## src/rtl/cpu15_seq_pkg.sv

```systemverilog
// Shared definitions for the cpu15 phase sequencer: state and halt-cause
// encodings plus default parameter values.
package cpu15_seq_pkg;

    typedef enum logic [2:0] {
        ST_HALT = 3'd0,
        ST_FT   = 3'd1,
        ST_DC   = 3'd2,
        ST_EX   = 3'd3,
        ST_WB   = 3'd4
    } state_t;

    typedef enum logic [1:0] {
        CAUSE_RST  = 2'd0,
        CAUSE_HLT  = 2'd1,
        CAUSE_STOP = 2'd2,
        CAUSE_BP   = 2'd3
    } cause_t;

    localparam logic [3:0] HLT_OPCODE_DEF = 4'b1111;
    localparam int         CNT_W_DEF      = 16;

endpackage

```

## src/rtl/cpu15_seq.sv

```systemverilog
// Single-clock instruction-phase sequencer for cpu15: one-hot stage enables,
// run/stop/step control, PC breakpoint, RAM wait stalls and a retire counter.
module cpu15_seq
    import cpu15_seq_pkg::*;
#(
    parameter logic [3:0] HLT_OPCODE = HLT_OPCODE_DEF,
    parameter int         CNT_W      = CNT_W_DEF
) (
    input  logic             CLK,
    input  logic             RESET,
    input  logic             RUN,
    input  logic             STOP,
    input  logic             STEP,
    input  logic [3:0]       OP_CODE,
    input  logic [7:0]       P_COUNT,
    input  logic             RAM_ACC,
    input  logic             RAM_RDY,
    input  logic             BP_EN,
    input  logic [7:0]       BP_ADDR,
    output logic             EN_FT,
    output logic             EN_DC,
    output logic             EN_EX,
    output logic             EN_WB,
    output logic             RUNNING,
    output logic [1:0]       HALT_CAUSE,
    output logic [CNT_W-1:0] RETIRED
);

    state_t           state_q, state_d;
    cause_t           cause_q, cause_d;
    logic             step_mode_q, step_mode_d;
    logic             stop_pend_q, stop_pend_d;
    logic             bp_skip_q, bp_skip_d;
    logic [CNT_W-1:0] retired_q, retired_d;
    logic             ram_wait;

    assign ram_wait = RAM_ACC && !RAM_RDY;

    always_ff @(posedge CLK) begin
        if (RESET) begin
            state_q <= ST_HALT;
        end else begin
            state_q <= state_d;
        end
    end

    always_ff @(posedge CLK) begin
        if (RESET) begin
            cause_q     <= CAUSE_RST;
            step_mode_q <= 1'b0;
            stop_pend_q <= 1'b0;
            bp_skip_q   <= 1'b0;
            retired_q   <= '0;
        end else begin
            cause_q     <= cause_d;
            step_mode_q <= step_mode_d;
            stop_pend_q <= stop_pend_d;
            bp_skip_q   <= bp_skip_d;
            retired_q   <= retired_d;
        end
    end

    always_comb begin
        state_d     = state_q;
        cause_d     = cause_q;
        step_mode_d = step_mode_q;
        stop_pend_d = stop_pend_q;
        bp_skip_d   = bp_skip_q;
        retired_d   = retired_q;
        case (state_q)
            ST_HALT: begin
                if (RUN || STEP) begin
                    state_d     = ST_FT;
                    step_mode_d = !RUN;
                    // Let the halting PC through once after a breakpoint stop.
                    if (cause_q == CAUSE_BP) begin
                        bp_skip_d = 1'b1;
                    end
                end
            end
            ST_FT: begin
                bp_skip_d = 1'b0;
                if (BP_EN && (P_COUNT == BP_ADDR) && !bp_skip_q) begin
                    state_d = ST_HALT;
                    cause_d = CAUSE_BP;
                end else begin
                    state_d = ST_DC;
                end
            end
            ST_DC: begin
                if (!ram_wait) begin
                    state_d = ST_EX;
                end
            end
            ST_EX: begin
                state_d = ST_WB;
            end
            ST_WB: begin
                if (!ram_wait) begin
                    retired_d = retired_q + CNT_W'(1);
                    if (OP_CODE == HLT_OPCODE) begin
                        state_d = ST_HALT;
                        cause_d = CAUSE_HLT;
                    end else if (stop_pend_q || STOP || step_mode_q) begin
                        state_d = ST_HALT;
                        cause_d = CAUSE_STOP;
                    end else begin
                        state_d = ST_FT;
                    end
                end
            end
            default: begin
                state_d = ST_HALT;
            end
        endcase
        // A STOP landing on the completing WB is consumed by the halt above.
        if (state_q != ST_HALT && STOP) begin
            stop_pend_d = 1'b1;
        end
        if (state_q != ST_HALT && state_d == ST_HALT) begin
            stop_pend_d = 1'b0;
        end
    end

    always_comb begin
        EN_FT      = (state_q == ST_FT);
        EN_DC      = (state_q == ST_DC);
        EN_EX      = (state_q == ST_EX);
        EN_WB      = (state_q == ST_WB);
        RUNNING    = (state_q != ST_HALT);
        HALT_CAUSE = cause_q;
        RETIRED    = retired_q;
    end

endmodule

```

## config.mk

```make
export PLATFORM = sky130hd
export DESIGN_NAME = cpu15_seq
export DESIGN_NICKNAME = d
export VERILOG_FILES = /design/src/rtl/cpu15_seq_pkg.sv /design/src/rtl/cpu15_seq.sv
export SDC_FILE = /design/constraint.sdc
export NUM_CORES = 1
export LEC_CHECK = 0
export ABC_AREA = 0
export BUFFER_PORTS_ARGS = -buffer_cell sky130_fd_sc_hd__buf_2
export CORE_MARGIN = 2
export CORE_UTILIZATION = 30
export DETAILED_ROUTE_END_ITERATION = 16
export PLACE_DENSITY = 0.5
export SETUP_SLACK_MARGIN = 0.05
export SLEW_MARGIN = 20
export SYNTH_ARGS = -nofsm -noshare
export SYNTH_HDL_FRONTEND = slang
export SYNTH_SLANG_ARGS = --single-unit
```

## constraint.sdc

```tcl
create_clock -name CLK -period 2.09 [get_ports CLK]
set_input_delay 0.209 -clock CLK [delete_from_list [all_inputs] [get_ports CLK]]
set_output_delay 0.209 -clock CLK [all_outputs]
set_load 0.02 [all_outputs]
```

* Word level (Yosys, flattened, before mapping)
Cells that the tools add are included.
Storage, ports and cells: bits of input ports 28, register bits after elaboration 24, output and inout bits 23
Operators by class: multiplexer cells 15, equality and inequality tests 12, $add $sub $neg 1, reductions and logical operators 21, bitwise gates (word level) 1
Operators by type and width (count):
- 16-bit by 1-bit adder with 16-bit output, second input constant | 1
- 3-bit case mux with 5 select lines | 1
- 2-bit two-way mux | 5
- 3-bit two-way mux | 3
- 8-bit == test | 1
- 3-bit by 2-bit == test with 1-bit output, second input constant | 2
- 3-bit zero test | 2
- 2-bit inequality test, second input constant | 3
- 1-bit logical AND | 5
- 4-bit == test, second input constant | 1
- 1-bit two-way mux | 4
- 2-bit case mux with 2 select lines | 1
- 2-bit AND reduction | 2
- 4-bit AND reduction | 1
- 2-bit nonzero test | 2
- 3-bit by 1-bit == test with 1-bit output, second input constant | 1
- 3-bit == test, second input constant | 1
- 1-bit zero test | 3
- 1-bit logical OR | 3
- 3-bit by 1-bit inequality test with 1-bit output, second input constant | 1
- 3-bit AND reduction | 1
- 3-bit nonzero test | 1
- 2-bit == test, second input constant | 1
- 2-bit by 1-bit inequality test with 1-bit output, second input constant | 1
- other kinds (3) | 3

* Logic depth before layout (Yosys ltp)
word-level depth 9, depth in mapped cells 6

* Worst setup path before layout
Ideal clock, no wire load.
path kind reg2reg, start point register retired_q[0] (netlist: RETIRED[0]), end point register retired_q[12] (netlist: RETIRED[12]), slack 0.157 ns, buffers on the path 1, required time 1.969 ns, library setup time 0.121 ns, stages on the path, launching flop included 7, data arrival time 1.812 ns, cell sequence dfxtp_1 ha_1 nand2_1 or3_1 clkbuf_1 nor4_1 mux2_2
On the way: cells in the longest elaborated chain, start to end 1
RTL lines:
- from (decl) | RTL line cpu15_seq.sv:34 | logic [CNT_W-1:0] retired_q, retired_d;
- from (signal assigned) | RTL line cpu15_seq.sv:59 | retired_q <= retired_d;
- 16-bit by 1-bit adder with 16-bit output | RTL line cpu15_seq.sv:100 | retired_d = retired_q + CNT_W'(1);
No other way between the ends. A chain may end at the register's enable or synchronous reset.

* Worst setup path in the final report
Same ends and word-level chain as after synthesis.

==> impl_metrics.yaml <==
setup_path:
  highest_net_fanout_along_the_worst_path: 8
  worst_reg2reg_path_depth: 5
  timing.critical_path.slowest_stage_cell: "sky130_fd_sc_hd__or3_1"
  setup.worst_path.start_class: "flop"
  worst-setup-path-type: "reg -> reg"
  worstPathRequired_ns: 2.24
  worst_path_dominant_cell_family: "simple AND/OR/NAND/NOR gates"
  timing.critical_path.to_type: "flop"
  timing.critical_path.arrival_ns: 2.05
  critical_path_buf_inv_count: 0
  crit_chain: "ha_1, nand2_1, or3_1, nor4_1, mux2_2"
  regToRegStartpoint: "RETIRED[0]$_SDFFE_PP0P_"
  crit_cells: 5
  worst_setup_path_startpoint: "RETIRED[0]$_SDFFE_PP0P_"
  cp_capture_point: "RETIRED[12]$_SDFFE_PP0P_"
  reg2reg_setup_slack_ns: 0.20
  reg2reg_to: "RETIRED[12]$_SDFFE_PP0P_"
  max_stage_delay_ns: 0.41
synth:
  synth_mux_area_share_pct: 5.11
  yosysTopAreaCell: "sky130_fd_sc_hd__dfxtp_1"
  netlist_area_um2: 1300
  yosys_warnings: 0
  yosys.area.top_type_share_pct: 37.0
  synth-compound-area-share_pct: 13.5
  postSynthAreaPerCell_um2: 8.37
  ys_seq_elements: 24
  yosys.area_share.xor_xnor_pct: 8.78
  postSynthCellCount: 155
  yosys-top-cells-count: "24 x sky130_fd_sc_hd__dfxtp_1, 14 x sky130_fd_sc_hd__a21oi_1, 13 x sky130_fd_sc_hd__nor2_1, 13 x sky130_fd_sc_hd__xnor2_1, 9 x sky130_fd_sc_hd__nor2b_1"
  async_flop_share_pct: 0
  net_count_after_synthesis: 184
  post_synth_and_or_nand_nor_area_fraction_pct: 29.5
  synth_sequential_area_ratio_pct: 37.0
  synthFlopType: "sky130_fd_sc_hd__dfxtp_1"
  combinational_family_with_the_most_area_after_synthesis: "simple AND/OR/NAND/NOR gates"
  synth.top_cells.by_area: "sky130_fd_sc_hd__dfxtp_1 37%, sky130_fd_sc_hd__xnor2_1 8.8%, sky130_fd_sc_hd__a21oi_1 5.4%"
  ys_types: 37
  synth_edf_count: 0
  yosysMostFrequentCell: "sky130_fd_sc_hd__dfxtp_1"
  synthAdderAreaFrac_pct: 0.964
layout:
  post_route_cells_drive_above_1_share_pct: 30.8
  multi_input_area_um2: 751
  area_growth_syn_to_layout_pct: 25.1
  antenna-diode-count: 0
  final.fill_count: 448
  nNetsFinal: 232
  final-seq-area_um2: 480
  layout.cells.non_filler: 251
power:
  fin_total_pwr_mw: 0.933
  powerDensity_nw_per_um2: 575
  power.leakage_nw: 0.688
  ir_worst_vdd_mv: 0.222
global_route:
  grt_antenna_before_repair: 0
  grt_start_max_net_pins: 29
  first_global_vias: 1279
  grt_first_pass_wirelength_mm: 5.56
  overall_overflow_remaining_after_global_route: 0
  groute.usage.overall_pct: 13.6
place:
  gp_congestion: 0.784
  detailed_place_hpwl_mm: 2.36
  dp_slack_ns: 0.211
  port_buffers: 50
  numPlacedInstances: 248
worst_hold_path:
  worstHoldPathType: "in -> reg"
clock_network:
  cts-htree-levels: 1
  tritoncts: "built"
  cts.repair_timing.setup_buffer_count: 0
  clk-insertion-delay-late_ns: 0.26
  cts-root-buf: "sky130_fd_sc_hd__clkbuf_8"
  cts.sink_count: 24
  clk_path_buf_depth: 2
  post_cts_resize_count: 0
  cts_hold_buffers: 0
  cts.clk_slew.worst_paths_ns: 0.08
  cts-buffers-inserted: 3
timing:
  setup_slack_ns: 0.199
  setup_viol: 0
  final-max-slew-violation-count: 0
  max_freq_ghz: 0.529
  max_slew.worst_pin.slew_ns: 0.491
  timing_hold_violations_final: 0
  tns_ns: 0
  final_min_period_over_clock_period_pct: 90.5
  relSlewSlack_pct: 67.3
  min_period_ns: 1.89
  grt_setup_unrepaired: "no"
  fin_worst_skew_ns: 0.00526
detailed_routing:
  drcViolationCount: 0
  drtAntennaViolNets: 0
  totalWireLength_mm: 3.08
  firstDrtPassIters: 4
  wl_per_cell_um: 12.3
  dr.first_iter.drc_count: 44
  routed-via-count: 1253
  via_per_inst: 4.99
die:
  horizontal_extent_of_the_die_um: 69.8
  fp.coreArea_um2: 4090
  total_die_area_um2: 4870
  die_h_um: 69.8
  floorplan.rows: 23
  initial_core_util_pct: 31.8
  boundaryPins: 51
job:
  max_cap_violations: 0
outcome:
  outcome: "finished, final reports clean"
through the flow:
stage	hold WS, ns	cell area [um^2]	utilization, %
2_1_floorplan	0.306	1300	-
3_3_place_gp	0.434	1580	38.7
3_5_place_dp	0.443	1580	38.7
4_1_cts	0.156	1620	39.7
5_1_grt	0.189	1620	39.7
6_report	0.167	1620	39.7
per-layer routing:
layer  wire length [um]  global-route usage (%)
met1               1380                    16.3
met4                 17                    3.85
met3                153                    2.76
met5                  0                       0
met2               1530                    24.6
sequential cells by signal, summed over array words and instances (netlist names):
register	cells
RETIRED	16
HALT_CAUSE	2
step_mode_q	1
state_q	3
stop_pend_q	1
bp_skip_q	1
where the power goes:
part           internal, mW  total [mW]  switching (mW)
Sequential            0.473       0.494          0.0207
Clock                 0.129       0.263           0.135
Combinational        0.0756       0.176           0.100
kinds of logic after synthesis:
logic type,count (synthesis)
DFF,24
and+or+nand+nor,68
buffers and inverters,15
muxes,6
xor gates and xnor gates,13
adders and majority gates,1
AOI/OAI and AO/OA,28
how the worst min path moves through the flow:
stage	from	endpoint	slack (ns)	cells past startpoint
6_report	RUN	step_mode_q$_SDFFE_PP0P_	0.17	2
5_1_grt	RUN	step_mode_q$_SDFFE_PP0P_	0.19	2
4_1_cts	RUN	step_mode_q$_SDFFE_PP0P_	0.16	2
3_5_place_dp	RUN	step_mode_q$_SDFFE_PP0P_	0.44	2
3_3_place_gp	RUN	step_mode_q$_SDFFE_PP0P_	0.43	2
2_1_floorplan	RUN	step_mode_q$_SDFFE_PP0P_	0.31	1
area by class of cell:
class,count,area share (%)
flip-flops and latches,24,29.6
well taps,50,3.86
repair buffers,52,16.3
clock buffers,3,2.54
multi-input cells,116,46.3
inverters,6,1.39
placed cells by master, fill, tap and decap left out:
| cell type | n |
|---|---|
| sky130_fd_sc_hd__nand2_1 | 8 |
| sky130_fd_sc_hd__o2bb2ai_1 | 1 |
| sky130_fd_sc_hd__a211oi_1 | 2 |
| sky130_fd_sc_hd__or4_1 | 5 |
| sky130_fd_sc_hd__dfxtp_1 | 24 |
| sky130_fd_sc_hd__nor2_2 | 1 |
| sky130_fd_sc_hd__or3_1 | 4 |
| sky130_fd_sc_hd__o31ai_1 | 5 |
| sky130_fd_sc_hd__inv_1 | 6 |
| sky130_fd_sc_hd__a31oi_1 | 1 |
| sky130_fd_sc_hd__and3_1 | 1 |
| sky130_fd_sc_hd__clkbuf_8 | 3 |
| sky130_fd_sc_hd__nand3_1 | 5 |
| sky130_fd_sc_hd__a2111oi_0 | 1 |
| sky130_fd_sc_hd__nand4_1 | 4 |
| sky130_fd_sc_hd__nor4b_1 | 1 |
| sky130_fd_sc_hd__buf_2 | 50 |
| sky130_fd_sc_hd__xnor2_1 | 13 |
| sky130_fd_sc_hd__mux2_2 | 5 |
| sky130_fd_sc_hd__nand3b_1 | 1 |
| sky130_fd_sc_hd__a21oi_1 | 14 |
| sky130_fd_sc_hd__nor2_1 | 13 |
| sky130_fd_sc_hd__and3b_1 | 1 |
| sky130_fd_sc_hd__nor3b_1 | 1 |
| sky130_fd_sc_hd__nor4_1 | 5 |
| sky130_fd_sc_hd__nor2b_1 | 9 |
| sky130_fd_sc_hd__and2_1 | 1 |
| sky130_fd_sc_hd__o211a_1 | 1 |
| sky130_fd_sc_hd__nor3_1 | 6 |
| sky130_fd_sc_hd__o31a_1 | 1 |
| sky130_fd_sc_hd__o21ai_0 | 2 |
| sky130_fd_sc_hd__or3b_1 | 1 |
| sky130_fd_sc_hd__nor2b_4 | 1 |
| sky130_fd_sc_hd__ha_1 | 1 |
| sky130_fd_sc_hd__mux2i_1 | 1 |
| sky130_fd_sc_hd__buf_4 | 2 |
(Power assumes the default switching activity.)
